[config.mk]
export PLATFORM = sky130hd
export DESIGN_NAME = cv32e40p_x_copro_ctrl
export DESIGN_NICKNAME = d
export VERILOG_FILES = /design/src/rtl/cv32e40p_x_copro_pkg.sv /design/src/rtl/cv32e40p_x_copro_queue.sv /design/src/rtl/cv32e40p_x_copro_ctrl.sv
export SDC_FILE = /design/constraint.sdc
export NUM_CORES = 2
export LEC_CHECK = 0
export CORE_UTILIZATION = 35
export CTS_CLUSTER_SIZE = 20
export DETAILED_ROUTE_END_ITERATION = 7
export PLACE_DENSITY = 0.5
export SLEW_MARGIN = 20
export SYNTH_ARGS = -nofsm -noshare
export SYNTH_HDL_FRONTEND = slang
export SYNTH_SLANG_ARGS = --single-unit
[constraint.sdc]
create_clock -name clk_i -period 20.3 [get_ports clk_i]
set_input_delay 2.03 -clock clk_i [delete_from_list [all_inputs] [get_ports clk_i]]
set_output_delay 2.03 -clock clk_i [all_outputs]
set_load 0.005 [all_outputs]
[src/rtl/cv32e40p_x_copro_pkg.sv]
// Shared types for the custom-0 coprocessor: opcode, funct3 encodings,
// pending-queue entry layout and the ALU function used at result time.
package cv32e40p_x_copro_pkg;

    localparam logic [6:0] OPCODE_CUSTOM0 = 7'b0001011;

    typedef enum logic [2:0] {
        F3_ADD3 = 3'b000,
        F3_MADD = 3'b001,
        F3_MAXS = 3'b010
    } funct3_e;

    typedef struct packed {
        logic [3:0]       id;
        logic [4:0]       rd;
        funct3_e          f3;
        logic [2:0][31:0] rs;         // rs[0] = rs1
        logic             committed;
        logic             killed;
    } q_entry_t;

    // All arithmetic wraps at 32 bits; MADD keeps only the low product word.
    function automatic logic [31:0] copro_alu(input funct3_e f3, input logic [2:0][31:0] rs);
        logic [31:0] res;
        case (f3)
            F3_ADD3: res = rs[0] + rs[1] + rs[2];
            F3_MADD: res = (rs[0] * rs[1]) + rs[2];
            F3_MAXS: res = ($signed(rs[0]) > $signed(rs[1])) ? rs[0] : rs[1];
            default: res = '0;
        endcase
        return res;
    endfunction

endpackage

[src/rtl/cv32e40p_x_copro_queue.sv]
// Circular pending-instruction queue. Entries are marked committed/killed by
// id; a commit that matches nothing queued may mark the entry being pushed.
module cv32e40p_x_copro_queue
    import cv32e40p_x_copro_pkg::*;
#(
    parameter int DEPTH = 4
) (
    input  logic       clk_i,
    input  logic       rst_ni,
    input  logic       i_push,
    input  q_entry_t   i_push_entry,
    input  logic       i_pop,
    input  logic       i_cmt_valid,
    input  logic [3:0] i_cmt_id,
    input  logic       i_cmt_kill,
    output logic       o_full,
    output logic       o_empty,
    output q_entry_t   o_head
);

    localparam int AW = $clog2(DEPTH);

    q_entry_t         r_mem [DEPTH];
    logic [DEPTH-1:0] r_vld;
    logic [AW-1:0]    r_wptr, r_rptr;
    logic [AW:0]      r_cnt;

    logic [DEPTH-1:0] w_mark;
    logic             w_mark_push;
    q_entry_t         w_push_entry;

    // Id match against live, still-unmarked entries; repeats are ignored.
    always_comb begin
        w_mark = '0;
        for (int i = 0; i < DEPTH; i++)
            w_mark[i] = i_cmt_valid && r_vld[i] && (r_mem[i].id == i_cmt_id)
                        && !r_mem[i].committed && !r_mem[i].killed;
    end

    // Same-cycle commit of the incoming entry, only when no queued entry matched.
    always_comb begin
        w_mark_push  = i_cmt_valid && !(|w_mark) && (i_push_entry.id == i_cmt_id);
        w_push_entry = i_push_entry;
        if (w_mark_push) begin
            if (i_cmt_kill) w_push_entry.killed    = 1'b1;
            else            w_push_entry.committed = 1'b1;
        end
    end

    // Entry storage: payload needs no reset, validity lives in r_vld.
    always_ff @(posedge clk_i) begin
        for (int i = 0; i < DEPTH; i++) begin
            if (w_mark[i]) begin
                if (i_cmt_kill) r_mem[i].killed    <= 1'b1;
                else            r_mem[i].committed <= 1'b1;
            end
        end
        if (i_push) r_mem[r_wptr] <= w_push_entry;
    end

    // Pointers, occupancy and per-slot valid bits.
    always_ff @(posedge clk_i or negedge rst_ni) begin
        if (!rst_ni) begin
            r_vld  <= '0;
            r_wptr <= '0;
            r_rptr <= '0;
            r_cnt  <= '0;
        end else begin
            if (i_pop) begin
                r_vld[r_rptr] <= 1'b0;
                r_rptr        <= r_rptr + 1'b1;
            end
            if (i_push) begin
                r_vld[r_wptr] <= 1'b1;
                r_wptr        <= r_wptr + 1'b1;
            end
            case ({i_push, i_pop})
                2'b10:   r_cnt <= r_cnt + 1'b1;
                2'b01:   r_cnt <= r_cnt - 1'b1;
                default: r_cnt <= r_cnt;
            endcase
        end
    end

    assign o_full  = (r_cnt == (AW+1)'(DEPTH));
    assign o_empty = (r_cnt == '0);
    assign o_head  = r_mem[r_rptr];

endmodule

[src/rtl/cv32e40p_x_copro_ctrl.sv]
// XIF coprocessor responder: decodes custom-0 issues, queues them until
// commit, executes one at a time in order and returns results.
module cv32e40p_x_copro_ctrl
    import cv32e40p_x_copro_pkg::*;
#(
    parameter int DEPTH   = 4,
    parameter int LATENCY = 2
) (
    input  logic             clk_i,
    input  logic             rst_ni,
    input  logic             x_issue_valid_i,
    output logic             x_issue_ready_o,
    input  logic [31:0]      x_issue_req_instr_i,
    input  logic [3:0]       x_issue_req_id_i,
    input  logic [2:0][31:0] x_issue_req_rs_i,
    input  logic [2:0]       x_issue_req_rs_valid_i,
    output logic             x_issue_resp_accept_o,
    output logic             x_issue_resp_writeback_o,
    output logic             x_issue_resp_loadstore_o,
    input  logic             x_commit_valid_i,
    input  logic [3:0]       x_commit_id_i,
    input  logic             x_commit_kill_i,
    output logic             x_result_valid_o,
    input  logic             x_result_ready_i,
    output logic [3:0]       x_result_id_o,
    output logic [4:0]       x_result_rd_o,
    output logic [31:0]      x_result_data_o,
    output logic             x_result_we_o
);

    localparam int CW = $clog2(LATENCY + 1);

    typedef enum logic [1:0] {S_IDLE, S_EXEC, S_RESP} state_e;

    state_e           r_state, w_next;
    logic [CW-1:0]    r_cnt;
    logic [3:0]       r_id, r_res_id;
    logic [4:0]       r_rd, r_res_rd;
    funct3_e          r_f3;
    logic [2:0][31:0] r_rs;
    logic [31:0]      r_res_data;

    funct3_e          w_f3, w_src_f3;
    logic             w_accept, w_rs_ok, w_push, w_full, w_empty;
    logic             w_start, w_load, w_pop;
    q_entry_t         w_new, w_head;
    logic [2:0][31:0] w_src_rs;
    logic [3:0]       w_src_id;
    logic [4:0]       w_src_rd;
    logic [31:0]      w_alu;
    logic             w_unused_instr;

    // Decode and issue handshake; rejected opcodes always handshake.
    assign w_f3     = funct3_e'(x_issue_req_instr_i[14:12]);
    assign w_accept = (x_issue_req_instr_i[6:0] == OPCODE_CUSTOM0) &&
                      (w_f3 == F3_ADD3 || w_f3 == F3_MADD || w_f3 == F3_MAXS);
    assign w_rs_ok  = (w_f3 == F3_MAXS) ? &x_issue_req_rs_valid_i[1:0]
                                        : &x_issue_req_rs_valid_i;
    assign x_issue_ready_o          = !w_accept || (!w_full && w_rs_ok);
    assign x_issue_resp_accept_o    = w_accept;
    assign x_issue_resp_writeback_o = w_accept;
    assign x_issue_resp_loadstore_o = 1'b0;
    assign w_push = x_issue_valid_i && x_issue_ready_o && w_accept;
    assign w_unused_instr = ^x_issue_req_instr_i[31:15];

    // Build the queue entry for an accepted issue.
    always_comb begin
        w_new           = '0;
        w_new.id        = x_issue_req_id_i;
        w_new.rd        = x_issue_req_instr_i[11:7];
        w_new.f3        = w_f3;
        w_new.rs        = x_issue_req_rs_i;
    end

    cv32e40p_x_copro_queue #(.DEPTH(DEPTH)) u_queue (
        .clk_i        (clk_i),
        .rst_ni       (rst_ni),
        .i_push       (w_push),
        .i_push_entry (w_new),
        .i_pop        (w_pop),
        .i_cmt_valid  (x_commit_valid_i),
        .i_cmt_id     (x_commit_id_i),
        .i_cmt_kill   (x_commit_kill_i),
        .o_full       (w_full),
        .o_empty      (w_empty),
        .o_head       (w_head)
    );

    // With LATENCY==1 the result is computed straight from the queue head.
    assign w_src_f3 = (r_state == S_IDLE) ? w_head.f3 : r_f3;
    assign w_src_rs = (r_state == S_IDLE) ? w_head.rs : r_rs;
    assign w_src_id = (r_state == S_IDLE) ? w_head.id : r_id;
    assign w_src_rd = (r_state == S_IDLE) ? w_head.rd : r_rd;
    assign w_alu    = copro_alu(w_src_f3, w_src_rs);

    // Executor next-state: drop killed heads, start committed ones, drain result.
    always_comb begin
        w_next  = r_state;
        w_start = 1'b0;
        w_load  = 1'b0;
        w_pop   = 1'b0;
        case (r_state)
            S_IDLE: begin
                if (!w_empty) begin
                    if (w_head.killed) begin
                        w_pop = 1'b1;
                    end else if (w_head.committed) begin
                        w_start = 1'b1;
                        if (LATENCY == 1) begin
                            w_load = 1'b1;
                            w_next = S_RESP;
                        end else begin
                            w_next = S_EXEC;
                        end
                    end
                end
            end
            S_EXEC: begin
                if (r_cnt == CW'(1)) begin
                    w_load = 1'b1;
                    w_next = S_RESP;
                end
            end
            S_RESP: begin
                if (x_result_ready_i) begin
                    w_pop  = 1'b1;
                    w_next = S_IDLE;
                end
            end
            default: w_next = S_IDLE;
        endcase
    end

    // Executor state register.
    always_ff @(posedge clk_i or negedge rst_ni) begin
        if (!rst_ni) r_state <= S_IDLE;
        else         r_state <= w_next;
    end

    // Operand latch and latency counter.
    always_ff @(posedge clk_i or negedge rst_ni) begin
        if (!rst_ni) begin
            r_cnt <= '0;
            r_id  <= '0;
            r_rd  <= '0;
            r_f3  <= F3_ADD3;
            r_rs  <= '0;
        end else if (w_start) begin
            r_cnt <= CW'(LATENCY - 1);
            r_id  <= w_head.id;
            r_rd  <= w_head.rd;
            r_f3  <= w_head.f3;
            r_rs  <= w_head.rs;
        end else if (r_state == S_EXEC) begin
            r_cnt <= r_cnt - 1'b1;
        end
    end

    // Result register, held until the core takes it.
    always_ff @(posedge clk_i or negedge rst_ni) begin
        if (!rst_ni) begin
            r_res_id   <= '0;
            r_res_rd   <= '0;
            r_res_data <= '0;
        end else if (w_load) begin
            r_res_id   <= w_src_id;
            r_res_rd   <= w_src_rd;
            r_res_data <= w_alu;
        end
    end

    assign x_result_valid_o = (r_state == S_RESP);
    assign x_result_we_o    = (r_state == S_RESP);
    assign x_result_id_o    = r_res_id;
    assign x_result_rd_o    = r_res_rd;
    assign x_result_data_o  = r_res_data;

endmodule

==> impl_metrics.yaml <==
outcome:
  status: "complete, but fails checks"
  failed_checks: "design-rule violations"
synthesis:
  yosys-top-cells-count: "nand2_1 (601), inv_1 (548), fa_1 (471), nor2_1 (433), edfxtp_1 (432)"
  ys_seq_area_share_pct: 39.3
  synth_area_leader_cell: "edfxtp_1"
  synth_ff_type: "edfxtp_1"
  ys_ff_latch: 604
  syn_avg_cell_area_um2: 11.2
  netlist_top_cells_area: "edfxtp_1 (30%), fa_1 (22%), dfrtp_1 (9.4%)"
  syn_area_um2: 43800
  synth_nets: 4740
  synth_most_common_cell: "nand2_1"
  yosys_warnings: 0
  async_flop_share_pct: 27.2
  synth-edff-count: 432
  syn_inst: 3912
  synth_top_area_share_pct: 29.6
  yosysUniqueCellTypes: 75
critical_path:
  path_buf_inv: 7
  worstPathArrival_ps: 11710
  startpoint_type: "flop"
  critPathSlowestCell: "dfrtp_4"
  worstPathRequired_ps: 20800
  cp-end-kind: "flop"
  cp_max_fo: 86
  cp_top_family: "adder cells"
  critPathMaxStageDelay_ps: 860
  worstSetupPathType: "flop to flop"
  crit_top_cell: "fa_1"
detailed_routing:
  drtIter0Drc: 2393
  ant_nets: 0
  drc: 4
  drt-pass1-iter-count: 8
  routedWlPerCell_um: 23.1
  wirelength_mm: 133
  vias: 29428
  via_per_inst: 5.10
timing:
  setup_viol: 0
  max-slew-margin-rel_pct: 33.4
  max_freq_mhz: 89.2
  fin_skew_ps: 40.3
  rsz0062_at_grt: "false"
  period_needed_ps: 11210
  drv_slew: 0
  hold_viol: 0
  tns_ps: 0
  worst_pin_slew_ps: 972
  period_share_pct: 55.2
global_routing:
  overflow: 0
  grt_usage_pct: 21.4
  grt_max_degree: 87
  grt_pass1_vias: 30639
  grt_pass1_wl_mm: 201
  antenna_found_initial: 1
floorplan:
  die_h_um: 356
  initial_utilization_pct: 35.4
  die-area_um2: 127000
  coreArea_um2: 124000
  fp.dieW_um: 356
  pin_count: 192
  fp-row-count: 129
worst_hold_path:
  hp-class: "flop to flop"
clock_network:
  clk_path_buf_depth: 3
  clk_pin_slew_worst_paths_ps: 60
  h-tree-depth: 3
  cts_tree: "done"
  post_cts_buffers: 0
  clk_latency_ps: 660
  postCtsHoldBufs: 0
  cts-resized-gates: 0
  cts_root_buf: "clkbuf_16"
  cts.sinks: 604
  cts-buffers-inserted: 71
finish:
  fill_cells: 12033
  multi_input_area_um2: 23800
  seq_area_um2: 17200
  diodes: 0
  nNetsFinal: 4899
  layout-drive-gt1-share_pct: 8.84
  syn_to_final_growth_pct: 14.1
placed_design:
  dp_hpwl_mm: 95.1
  port_buffers: 173
  globalplace.congestion: 0.941
job:
  drv_cap: 0
==> metal layers <==
| metal | wire [um] | vias up | global-route usage [%] |
|---|---|---|---|
| met5 | 0 | - | 0 |
| met4 | 3180 | 0 | 5.44 |
| met3 | 7270 | 175 | 2.35 |
| met2 | 63400 | 865 | 35.4 |
| met1 | 59100 | 15262 | 29.8 |
| li1 | - | 13126 | - |
==> registers in the layout, indices dropped and copies added (netlist names), 3 cells and up <==
name and count:
x_result_rd_o 5, u_queue.r_vld 4, r_f3 3, r_id 4, x_result_id_o 4, r_rs 96
u_queue.r_mem 440, x_result_data_o 32, r_rd 5, u_queue.r_cnt 3
==> cells by family after synthesis <==
group	synth area share [%]
other cells	0.00856
compound gates	5.63
simple gates	10.3
fa+ha+maj	27.6
buf+inv	6.61
flops	39.3
xor+xnor	2.82
mux	7.79
==> cell usage in the layout (no fill, tap or decap), types with 14 or more instances in the layout <==
cell type / instances
a21oi_1: 97
a222oi_1: 23
clkbuf_16: 71
nor3_1: 14
mux2_2: 52
buf_4: 89
fa_1: 471
inv_1: 543
dfrtp_1: 162
nand2_1: 600
xor2_1: 46
mux2i_1: 72
edfxtp_1: 432
o22ai_1: 21
nor2_1: 433
clkdlybuf4s50_1: 172
clkinv_1: 29
a22o_1: 15
ha_1: 212
clkbuf_1: 17
o21ai_0: 101
o21a_1: 18
a21o_1: 41
xnor2_1: 88
mux4_2: 81
nand3_1: 19
==> metrics by stage <==
step           hold WS, ps  instances  utilization (%)  cell area [um2]  worst slack (ps)
2_1_floorplan          430       3912                -            43800             11520
3_3_place_gp           455       5635             38.4            47600              9230
3_5_place_dp           461       5635             38.4            47600              9210
4_1_cts                475       5766             40.3            50000              9180
5_1_grt                489       5766             40.3            50000              8700
6_report               471       5766             40.3            50000              9090
==> worst register-to-register path: cells and delay by family, from the launching register on <==
family                   cells  cell delay [ps]
AND/OR/NAND/NOR              1              160
AO/OA/AOI/OAI                9             2540
flip-flops                   1              860
XOR/XNOR                     1              370
buffers and inverters        7             2040
multiplexers                 2              950
adder cells (fa/ha/maj)     10             4150
==> cell type report <==
class	instances	area share (%)
sequential	604	34.5
clock inverter	39	0.914
tap	1637	4.10
timing repair buffer	263	4.85
multi-input combinational	2565	47.6
inverter	566	4.27
clock buffer	92	3.79
==> path summary, 6_finish.rpt <==
path | from | endpoint | slack (ps) | cells after the start
setup / recovery | u_queue.r_rptr[0] | x_result_data_o[26] | 9090 | 30
hold / removal | u_queue.r_vld[2] | u_queue.r_vld[2] | 470 | 2
setup reg to reg | u_queue.r_rptr[0] | x_result_data_o[26] | 9090 | 30
hold reg to reg | u_queue.r_vld[2] | u_queue.r_vld[2] | 470 | 2
max in group asynchronous | rst_ni | x_result_data_o[16] | 16810 | 3
min in group asynchronous | rst_ni | r_rs[47] | 1360 | 1
Power is not shown: default switching activity piles up to over one toggle a cycle in this logic, so the estimate is an artifact.
